`src/rtl/mitchell_const_sub_pipe.sv`:
```
// ---------------------------------------------------------------------------
// mitchell_const_sub_pipe
//
// Pipelined "K - a" stage for the Mitchell error-tolerant multiplier. It sits
// between the leading-one/characteristic stage and the mantissa shifter.
// There are LANES independent lanes. Each lane computes K - a on a WIDTH+1
// bit difference. The MSB of that difference is the per-lane underflow flag
// (a > K).
//
// K is either KDEF (mode = 0) or the programmable k_reg (mode = 1). k_reg is
// written through cfg_we/cfg_k. The write takes effect at the clock edge, so
// an accept in the same cycle still uses the old value.
//
// The output is a single register stage with a valid/ready handshake:
//   in_ready = !out_valid || out_ready   (combinational from out_ready)
// This gives full throughput when the downstream drains every cycle.
//
// uf_count accumulates the underflowing lanes of every accepted transfer and
// saturates at 2^CNTW - 1.
//
// Optional build macro:
//   MITCHELL_CSUB_SAT_EN - when defined, an underflowing lane outputs 0
//                          instead of the wrapped difference. Flags and the
//                          counter are identical in both builds.
//
// Ports:
//   clk       in   1            clock, rising edge
//   rst_n     in   1            asynchronous active-low reset
//   in_valid  in   1            operands valid
//   in_ready  out  1            block can accept this cycle
//   in_a      in   LANES*WIDTH  packed operands, lane i = [i*WIDTH +: WIDTH]
//   mode      in   1            0 = KDEF, 1 = k_reg (sampled on accept)
//   cfg_we    in   1            k_reg write enable
//   cfg_k     in   WIDTH        new k_reg value
//   out_valid out  1            result valid
//   out_ready in   1            downstream accepts result
//   out_c     out  LANES*WIDTH  packed results
//   out_uf    out  LANES        per-lane underflow flags of held result
//   uf_count  out  CNTW         saturating count of lane underflows
// ---------------------------------------------------------------------------
// state    | meaning
// ---------+----------------------------------------------
// ST_EMPTY | no result held, out_valid = 0
// ST_FULL  | result held in output registers, out_valid = 1
// ---------------------------------------------------------------------------
module mitchell_const_sub_pipe #(
    parameter int WIDTH = 8,
    parameter int LANES = 2,
    parameter int KDEF  = 8,
    parameter int CNTW  = 16
) (
    input  logic                     clk,
    input  logic                     rst_n,
    input  logic                     in_valid,
    output logic                     in_ready,
    input  logic [LANES*WIDTH-1:0]   in_a,
    input  logic                     mode,
    input  logic                     cfg_we,
    input  logic [WIDTH-1:0]         cfg_k,
    output logic                     out_valid,
    input  logic                     out_ready,
    output logic [LANES*WIDTH-1:0]   out_c,
    output logic [LANES-1:0]         out_uf,
    output logic [CNTW-1:0]          uf_count
);

    localparam logic [WIDTH-1:0] K_DEF_W = KDEF[WIDTH-1:0];
    localparam logic [CNTW:0]    CNT_MAX = {1'b0, {CNTW{1'b1}}};

    typedef enum logic {
        ST_EMPTY = 1'b0,
        ST_FULL  = 1'b1
    } state_t;

    state_t                   r_state;
    state_t                   w_state_nxt;

    logic [WIDTH-1:0]         r_k;
    logic [LANES*WIDTH-1:0]   r_c;
    logic [LANES-1:0]         r_uf;
    logic [CNTW-1:0]          r_cnt;

    logic                     w_accept;
    logic [WIDTH-1:0]         w_k;
    logic [WIDTH:0]           w_d [LANES];
    logic [LANES*WIDTH-1:0]   w_c;
    logic [LANES-1:0]         w_uf;
    logic [CNTW:0]            w_pop;
    logic [CNTW:0]            w_sum;
    logic [CNTW-1:0]          w_cnt_nxt;

    // ---------------- state register ----------------
    always_ff @(posedge clk or negedge rst_n) begin
        if (!rst_n) begin
            r_state <= ST_EMPTY;
        end else begin
            r_state <= w_state_nxt;
        end
    end

    // ---------------- next-state logic ----------------
    always_comb begin
        w_state_nxt = r_state;
        case (r_state)
            ST_EMPTY: if (w_accept) w_state_nxt = ST_FULL;
            ST_FULL: begin
                if (w_accept)       w_state_nxt = ST_FULL;
                else if (out_ready) w_state_nxt = ST_EMPTY;
            end
            default:                w_state_nxt = ST_EMPTY;
        endcase
    end

    // ---------------- output logic ----------------
    always_comb begin
        out_valid = (r_state == ST_FULL);
        in_ready  = (r_state == ST_EMPTY) || out_ready;
    end

    assign w_accept = in_valid && in_ready;

    // The old k_reg is used here; a same-cycle cfg write lands on the edge.
    assign w_k = mode ? r_k : K_DEF_W;

    // ---------------- per-lane subtract ----------------
    always_comb begin
        w_d   = '{default: '0};
        w_c   = '0;
        w_uf  = '0;
        w_pop = '0;
        for (int i = 0; i < LANES; i++) begin
            w_d[i]  = {1'b0, w_k} - {1'b0, in_a[i*WIDTH +: WIDTH]};
            w_uf[i] = w_d[i][WIDTH];
`ifdef MITCHELL_CSUB_SAT_EN
            w_c[i*WIDTH +: WIDTH] = w_d[i][WIDTH] ? '0 : w_d[i][WIDTH-1:0];
`else
            w_c[i*WIDTH +: WIDTH] = w_d[i][WIDTH-1:0];
`endif
            w_pop = w_pop + {{CNTW{1'b0}}, w_d[i][WIDTH]};
        end
    end

    // One extra bit of headroom so the add can be checked against the ceiling.
    always_comb begin
        w_sum     = {1'b0, r_cnt} + w_pop;
        w_cnt_nxt = (w_sum > CNT_MAX) ? CNT_MAX[CNTW-1:0] : w_sum[CNTW-1:0];
    end

    // ---------------- registers ----------------
    always_ff @(posedge clk or negedge rst_n) begin
        if (!rst_n) begin
            r_k <= K_DEF_W;
        end else if (cfg_we) begin
            r_k <= cfg_k;
        end
    end

    always_ff @(posedge clk or negedge rst_n) begin
        if (!rst_n) begin
            r_c   <= '0;
            r_uf  <= '0;
            r_cnt <= '0;
        end else if (w_accept) begin
            r_c   <= w_c;
            r_uf  <= w_uf;
            r_cnt <= w_cnt_nxt;
        end
    end

    assign out_c    = r_c;
    assign out_uf   = r_uf;
    assign uf_count = r_cnt;

endmodule

```
`config.mk`:
```
export PLATFORM = sky130hd
export DESIGN_NAME = mitchell_const_sub_pipe
export DESIGN_NICKNAME = d
export VERILOG_FILES = /design/src/rtl/mitchell_const_sub_pipe.sv
export SDC_FILE = /design/constraint.sdc
export NUM_CORES = 1
export LEC_CHECK = 0
export BUFFER_PORTS_ARGS = -buffer_cell sky130_fd_sc_hd__buf_2
export CORE_AREA = 2 2 74 76
export DETAILED_ROUTE_END_ITERATION = 10
export DIE_AREA = 0 0 76 78
export PLACE_DENSITY = 0.77
export SLEW_MARGIN = 20
export SYNTH_ARGS = -nofsm -noshare
export SYNTH_HDL_FRONTEND = slang
export SYNTH_SLANG_ARGS = --single-unit
```
`constraint.sdc`:
```
create_clock -name clk -period 3.8 [get_ports clk]
set_input_delay 0.76 -clock clk [delete_from_list [all_inputs] [get_ports clk]]
set_output_delay 0.76 -clock clk [all_outputs]
set_load 0.005 [all_outputs]
```
## After elaboration in Yosys (flattened, before gate mapping)

Index checks and enable logic that the tools add are counted.
W data, S select, Z words.

| word-level totals | value |
|---|---|
| memories kept | 0 |
| bits in latches | 0 |
| word-level logic and storage cells | 19 |
| ROM bits | 0 |
| input port bits | 30 |
| bits in registers | 43 |
| RAM bits | 0 |
| output and inout port bits | 36 |

| operators by class | value |
|---|---|
| eq/ne operators | 0 |
| muxes and demuxes | 6 |
| $mul | 0 |
| reduce and logical (&&, ||, !) cells | 2 |
| bitwise operators | 1 |
| $add $sub $neg | 4 |
| magnitude comparators | 1 |
| shift operators | 0 |
| divide/modulo/power cells | 0 |

Operators by type and width:

| kind | number |
|---|---|
| $sub A8 B8 Y9 | 2 |
| $add A16 B2 Y17 | 1 |
| $gt A17 B16 Y1 const B | 1 |
| $mux W16 | 1 |
| $mux W8 | 1 |
| $mux W1 | 3 |
| $add A1 B1 Y2 | 1 |
| $pmux W1 S2 | 1 |
| $logic_and A1 B1 Y1 | 1 |
| $logic_or A1 B1 Y1 | 1 |
| $not A1 Y1 | 1 |

## Logic depth before layout (Yosys ltp)

Gate-level depths: netlist of run 1.

| logic depth | value |
|---|---|
| depth after elaboration | 6 |
| gate-level depth with buffers | 17 |
| mapped depth without buffers | 15 |

## Worst setup path after synthesis of run 1

No wires, ideal clock.

| path | value |
|---|---|
| kind | input-to-reg |
| start point | input mode |
| end point | register r_cnt[5] (netlist: uf_count[5]) |
| slack | 0.181 ns |
| required time | 3.734 ns |
| setup time | 0.066 ns |
| path buffers | 2 |
| stages | 17 |
| arrival | 3.553 ns |
| cells stage by stage | buf_2 > nand2_1 > ha_1 > inv_1 > fa_1 > nand3_1 > o221ai_1 > o21ai_0 > o2bb2ai_1 > fa_1 > ha_1 > nand2_1 > nor3b_4 > nand2b_4 > or3_4 > buf_6 > nand2_1 |

RTL lines:

| what | line | RTL |
|---|---|---|
| from (decl) | 57 | `input logic mode,` |
| to (signal assigned) | 166 | `r_cnt <= w_cnt_nxt;` |
| to (decl) | 81 | `logic [CNTW-1:0] r_cnt;` |

==> qor.csv, run 1 <==
metric,value,unit
coreArea,5040,um2
cts_made_buffers,5,
layout-drive-gt1-share,30.5,%
cts_sinks,43,
layout_common_cells,"buf_2 (65), nand2_1 (50), dfrtp_1 (42)",
min_period,3510,ps
worst_slack,291,ps
rsz0062_at_grt,no,
portBuffers,65,
mostFrequentLayoutCell,buf_2,
place_area,3020,um2
num_vias,2094,
grt-ovfl-total,0,
gp_congestion,0.936,
power.leakage,1.60,nW
yosysTopAreaCellShare,40.2,%
htreeDepth,2,
synth_nets,315,
cts_setup_buffers,0,
synth_seq_cells,43,
dieWidth,76,um
fin_area,3140,um2
worst-setup-path-type,in -> reg,
worstHoldPathCells,2,
cts.path.max_buffers,2,
cts_tree,yes,
fp.dieH,78,um
cts.clk_slew.worst_paths,70,ps
ir_drop,0.231,mV
drtAntennaViolNets,0,
root_buffer,clkbuf_8,
grt_pass1_vias,2171,
grt_pass1_wl,9940,um
period_share,92.3,%
startpoint,mode,
rr_endpoint,uf_count[12]$_DFFE_PN0P_,
antenna_found_initial,0,
dpl_worst_slack,-97.0,ps
synthFlopType,dfrtp_1,
tightestPinTransition,935,ps
cp_max_fo,10,
rr_worst_depth,15,
fin_cells,408,
power,0.00141,W
final.fill_count,420,
grt_max_degree,44,
die_area,5930,um2
area_growth,20.2,%
powerDensity,450,nW/um2
ios,66,
fmax,285,MHz
initial_core_util,51.9,%
synth_area_leaders,"dfrtp_1 (40%), ha_1 (7.2%), nand2_1 (7.2%), mux2_2 (4.7%), xnor2_1 (3.7%)",
timing.max_cap.violations,0,
setup_viol,0,
multi_input_area,1420,um2
ys_types,55,
syn_area,2620,um2
syn_inst,267,
slew_headroom,37.6,%
track_usage,20.6,%
crit_path_start_kind,primary input,
diodes,0,
status,"finished, final reports clean",
drv_slew,0,
rows,26,
worstHoldStart,out_c[6]$_DFFE_PN0P_,
avgRoutedWirePerCell,13.6,um
synth-edff-count,0,
first_iter_violations,93,
seq_area,1080,um2
vias_per_cell,5.13,
drtPass1Iterations,4,
finalHoldViolCount,0,
skew,7.22,ps
hold_class,reg -> reg,
routed_wl,5550,um
async_reset_ff_share,100,%
placed_cells,400,
hold_buffers,0,
required,3980,ps
yosys.area.top_type,dfrtp_1,
remaining_drc_errors,0,
hold_ws,473,ps
worstSkewPairLatency,300,ps
synth.avg_cell_area,9.80,um2
end_kind,flop,
nets,385,
dp_hpwl,4270,um
post_cts_resized,0,
yosysSeqAreaShare,41.2,%
min_to,out_c[6]$_DFFE_PN0P_,
rrSetupSlack,520,ps
crit_arrival,3690,ps
reg2reg_from,r_k[0]$_DFFE_PN0P_,
yosysWarningCount,0,
-- cell usage after synthesis (6+ instances only) --
library cell and count:
nand2_1 50, dfrtp_1 42, inv_1 19, ha_1 15, o21ai_0 15, mux2_2 11, nand3_1 11, xnor2_1 11
xor2_1 11, a21oi_1 6, and2_1 6, nor2_1 6
-- sequential cells by signal, summed over array words and instances, names as in the netlist --
name,cells
out_c,16
out_valid,1
out_uf,2
r_k,8
uf_count,16
-- worst max-delay path by stage --
stage          cells after the start  slack [ps]                       end
3_3_place_gp                      16          50  uf_count[12]$_DFFE_PN0P_
5_1_grt                           16          30  uf_count[12]$_DFFE_PN0P_
6_report                          16         290  uf_count[12]$_DFFE_PN0P_
3_5_place_dp                      16        -100  uf_count[12]$_DFFE_PN0P_
2_1_floorplan                     17         180   uf_count[5]$_DFFE_PN0P_
4_1_cts                           16         180  uf_count[12]$_DFFE_PN0P_
-- routing by layer --
layer	vias up	share of wire (%)	track usage, %	wire (um)
li1	1056	-	-	-
met1	979	48	26.8	2660
met2	49	47	34.4	2580
met3	10	4.0	3.95	222
met4	0	1.6	7.64	86
met5	-	0	0	0
-- metrics by stage --
step	util [%]	setup TNS (ps)
finish	62.4	0
global route	62.4	0
CTS	62.2	0
detailed placement	59.8	-880
global placement	59.8	0
floorplan	-	0
-- cells by family after synthesis --
| group | synth area share, % |
|---|---|
| buffers and inverters | 4.93 |
| AND/OR/NAND/NOR | 21.4 |
| adder cells (fa/ha/maj) | 9.47 |
| XOR/XNOR | 7.36 |
| AO/OA/AOI/OAI | 9.95 |
| multiplexers | 5.69 |
| flip-flops | 41.2 |
-- power by group --
part	switching, W	internal (W)
clock	0.000155	0.000213
sequential	0.0000725	0.000547
combinational	0.000220	0.000207
total	0.000448	0.000966
-- critical path: stages --
cell and delay, ps:
buf_2 150, nand2_1 110, ha_1 190, inv_1 60
fa_1 390, nand3_1 80, o221ai_1 160, o21ai_2 220
o2bb2ai_2 160, fa_1 220, ha_1 170, nand2_1 100
nor3b_4 250, nand2b_4 80, nor3_1 190, mux2_2 370
-- layout make-up --
class,count,area share (%)
Clock inverter,2,1.11
Timing Repair Buffer,71,11.8
Multi-Input combinational cell,197,45.2
Inverter,19,2.27
Tap cell,70,2.79
Sequential cell,43,34.3
Clock buffer,6,2.63
No activity file was read; power rests on OpenSTA's default activity.
==> run 2, diff against run 1 <==
Settings changed: MAX_ROUTING_LAYER set to met4.
==> run 2 against run 1 <==
Compared with the run above:
- final cell count stayed put
- critical path type unchanged
- largest cell class unchanged
- register-to-register slack hardly changed
- hold slack hardly changed
- sequential cell count stayed put
- critical endpoint unchanged
- wire length is 0.14% lower
- non-clock buffer count stayed put
- clock power hardly changed
- maximum frequency hardly changed
==> qor.csv, run 2 (synthesis gave the netlist of run 1 again) <==
metric,value,unit,change
remaining_drc_errors,0,,unchanged
power.leakage,1.60,nW,unchanged
layout-drive-gt1-share,30.5,%,unchanged
slew_headroom,38.0,%,+0.37 points
avgRoutedWirePerCell,13.6,um,-0.14%
finalHoldViolCount,0,,unchanged
required,3980,ps,about the same
mostFrequentLayoutCell,buf_2,,
cts_made_buffers,5,,unchanged
hold_class,reg -> reg,,
area_growth,20.2,%,unchanged
final.fill_count,420,,unchanged
fp.dieH,78,um,unchanged
grt_pass1_wl,9940,um,unchanged
tns,0,ps,unchanged
worstHoldStart,out_c[6]$_DFFE_PN0P_,,
ir_drop,0.232,mV,+0.14%
routed_wl,5540,um,-0.14%
drv_slew,0,,unchanged
seq_area,1080,um2,unchanged
layout_common_cells,"buf_2 (65), nand2_1 (50), dfrtp_1 (42)",,
hold_ws,473,ps,+0.0210 ps
cp_max_fo,10,,unchanged
nets,385,,unchanged
htreeDepth,2,,unchanged
die_area,5930,um2,unchanged
coreArea,5040,um2,unchanged
min_to,out_c[6]$_DFFE_PN0P_,,
fmax,285,MHz,about the same
antenna_found_initial,0,,unchanged
cts_sinks,43,,unchanged
fin_area,3140,um2,unchanged
period_share,92.2,%,about the same
drtAntennaViolNets,0,,unchanged
cts_tree,yes,,
end_kind,flop,,
powerDensity,450,nW/um2,about the same
crit_arrival,3690,ps,about the same
root_buffer,clkbuf_8,,
first_iter_violations,92,,-1.1%
rr_worst_depth,15,,unchanged
dp_hpwl,4270,um,unchanged
power,0.00141,W,about the same
skew,7.46,ps,+0.239 ps
diodes,0,,unchanged
hold_buffers,0,,unchanged
rrSetupSlack,520,ps,about the same
dieWidth,76,um,unchanged
status,"finished, final reports clean",,
gp_congestion,0.952,,+1.8%
reg2reg_from,r_k[0]$_DFFE_PN0P_,,
crit_path_start_kind,primary input,,
worstHoldPathCells,2,,unchanged
grt_pass1_vias,2173,,+0.092%
cts.clk_slew.worst_paths,70,ps,about the same
cts_setup_buffers,0,,unchanged
grt-ovfl-total,0,,unchanged
min_period,3510,ps,-3.44 ps
rows,26,,unchanged
placed_cells,400,,unchanged
setup_viol,0,,unchanged
track_usage,21.2,%,+0.61 points
grt_max_degree,44,,unchanged
timing.max_cap.violations,0,,unchanged
rr_endpoint,uf_count[12]$_DFFE_PN0P_,,
cts.path.max_buffers,2,,unchanged
worstSkewPairLatency,300,ps,about the same
portBuffers,65,,unchanged
ios,66,,unchanged
tightestPinTransition,930,ps,-5.57 ps
fin_cells,408,,unchanged
worst-setup-path-type,in -> reg,,
multi_input_area,1420,um2,unchanged
num_vias,2097,,+0.14%
initial_core_util,51.9,%,unchanged
place_area,3020,um2,unchanged
drtPass1Iterations,4,,unchanged
rsz0062_at_grt,no,,
vias_per_cell,5.14,,+0.14%
## run 2: cell counts in the layout (fill, tap and decap cells not counted)
No cell type changed its count.
## run 2: worst max path at each step
stage	startpoint	to	slack [ps]	cells past startpoint
floorplan	mode	uf_count[5]$_DFFE_PN0P_	180	17
global placement	mode	uf_count[12]$_DFFE_PN0P_	50	16
detailed placement	mode	uf_count[12]$_DFFE_PN0P_	-100	16
CTS	mode	uf_count[12]$_DFFE_PN0P_	180	16
global route	mode	uf_count[12]$_DFFE_PN0P_	30	16
finish	mode	uf_count[12]$_DFFE_PN0P_	290	16
## run 2: repair_timing
item,in CTS,in global routing
endpoints found under the hold margin,0,0
setup endpoints to repair,0,15
gates resized for setup,0,3
## run 2: area by class of cell
class | instances | share of cell area [%]
Multi-Input combinational cell | 197 | 45.2
Sequential cell | 43 | 34.3
Timing Repair Buffer | 71 | 11.8
Tap cell | 70 | 2.79
Clock buffer | 6 | 2.63
Inverter | 19 | 2.27
Clock inverter | 2 | 1.11
## run 2: per-stage QoR
step,worst slack [ps],utilization [%]
global route,32.9,62.4
CTS,181,62.2
finish,295,62.4
global placement,47.0,59.8
floorplan,181,-
detailed placement,-97.0,59.8
## run 2: routing by layer
layer / wire length, um / track usage (%) / vias to the layer above
li1: - / - / 1060
met1: 2560 / 27.0 / 975
met2: 2590 / 34.3 / 53
met3: 301 / 3.95 / 9
met4: 84 / 7.64 / 0
met5: 0 / - / -
## run 2: critical path: stages
cell and delay [ps]:
buf_2 150, nand2_1 110, ha_1 190, inv_1 60, fa_1 390, nand3_1 80
o221ai_1 160, o21ai_2 220, o2bb2ai_2 160, fa_1 220, ha_1 170, nand2_1 100
nor3b_4 250, nand2b_4 80, nor3_1 190, mux2_2 370
## run 2: report_power, final
group	switching, W	leakage, nW	internal (W)
Clock	0.000155	0.0612	0.000213
Combinational	0.000220	1.01	0.000207
Sequential	0.0000728	0.532	0.000547
Total	0.000448	1.60	0.000966
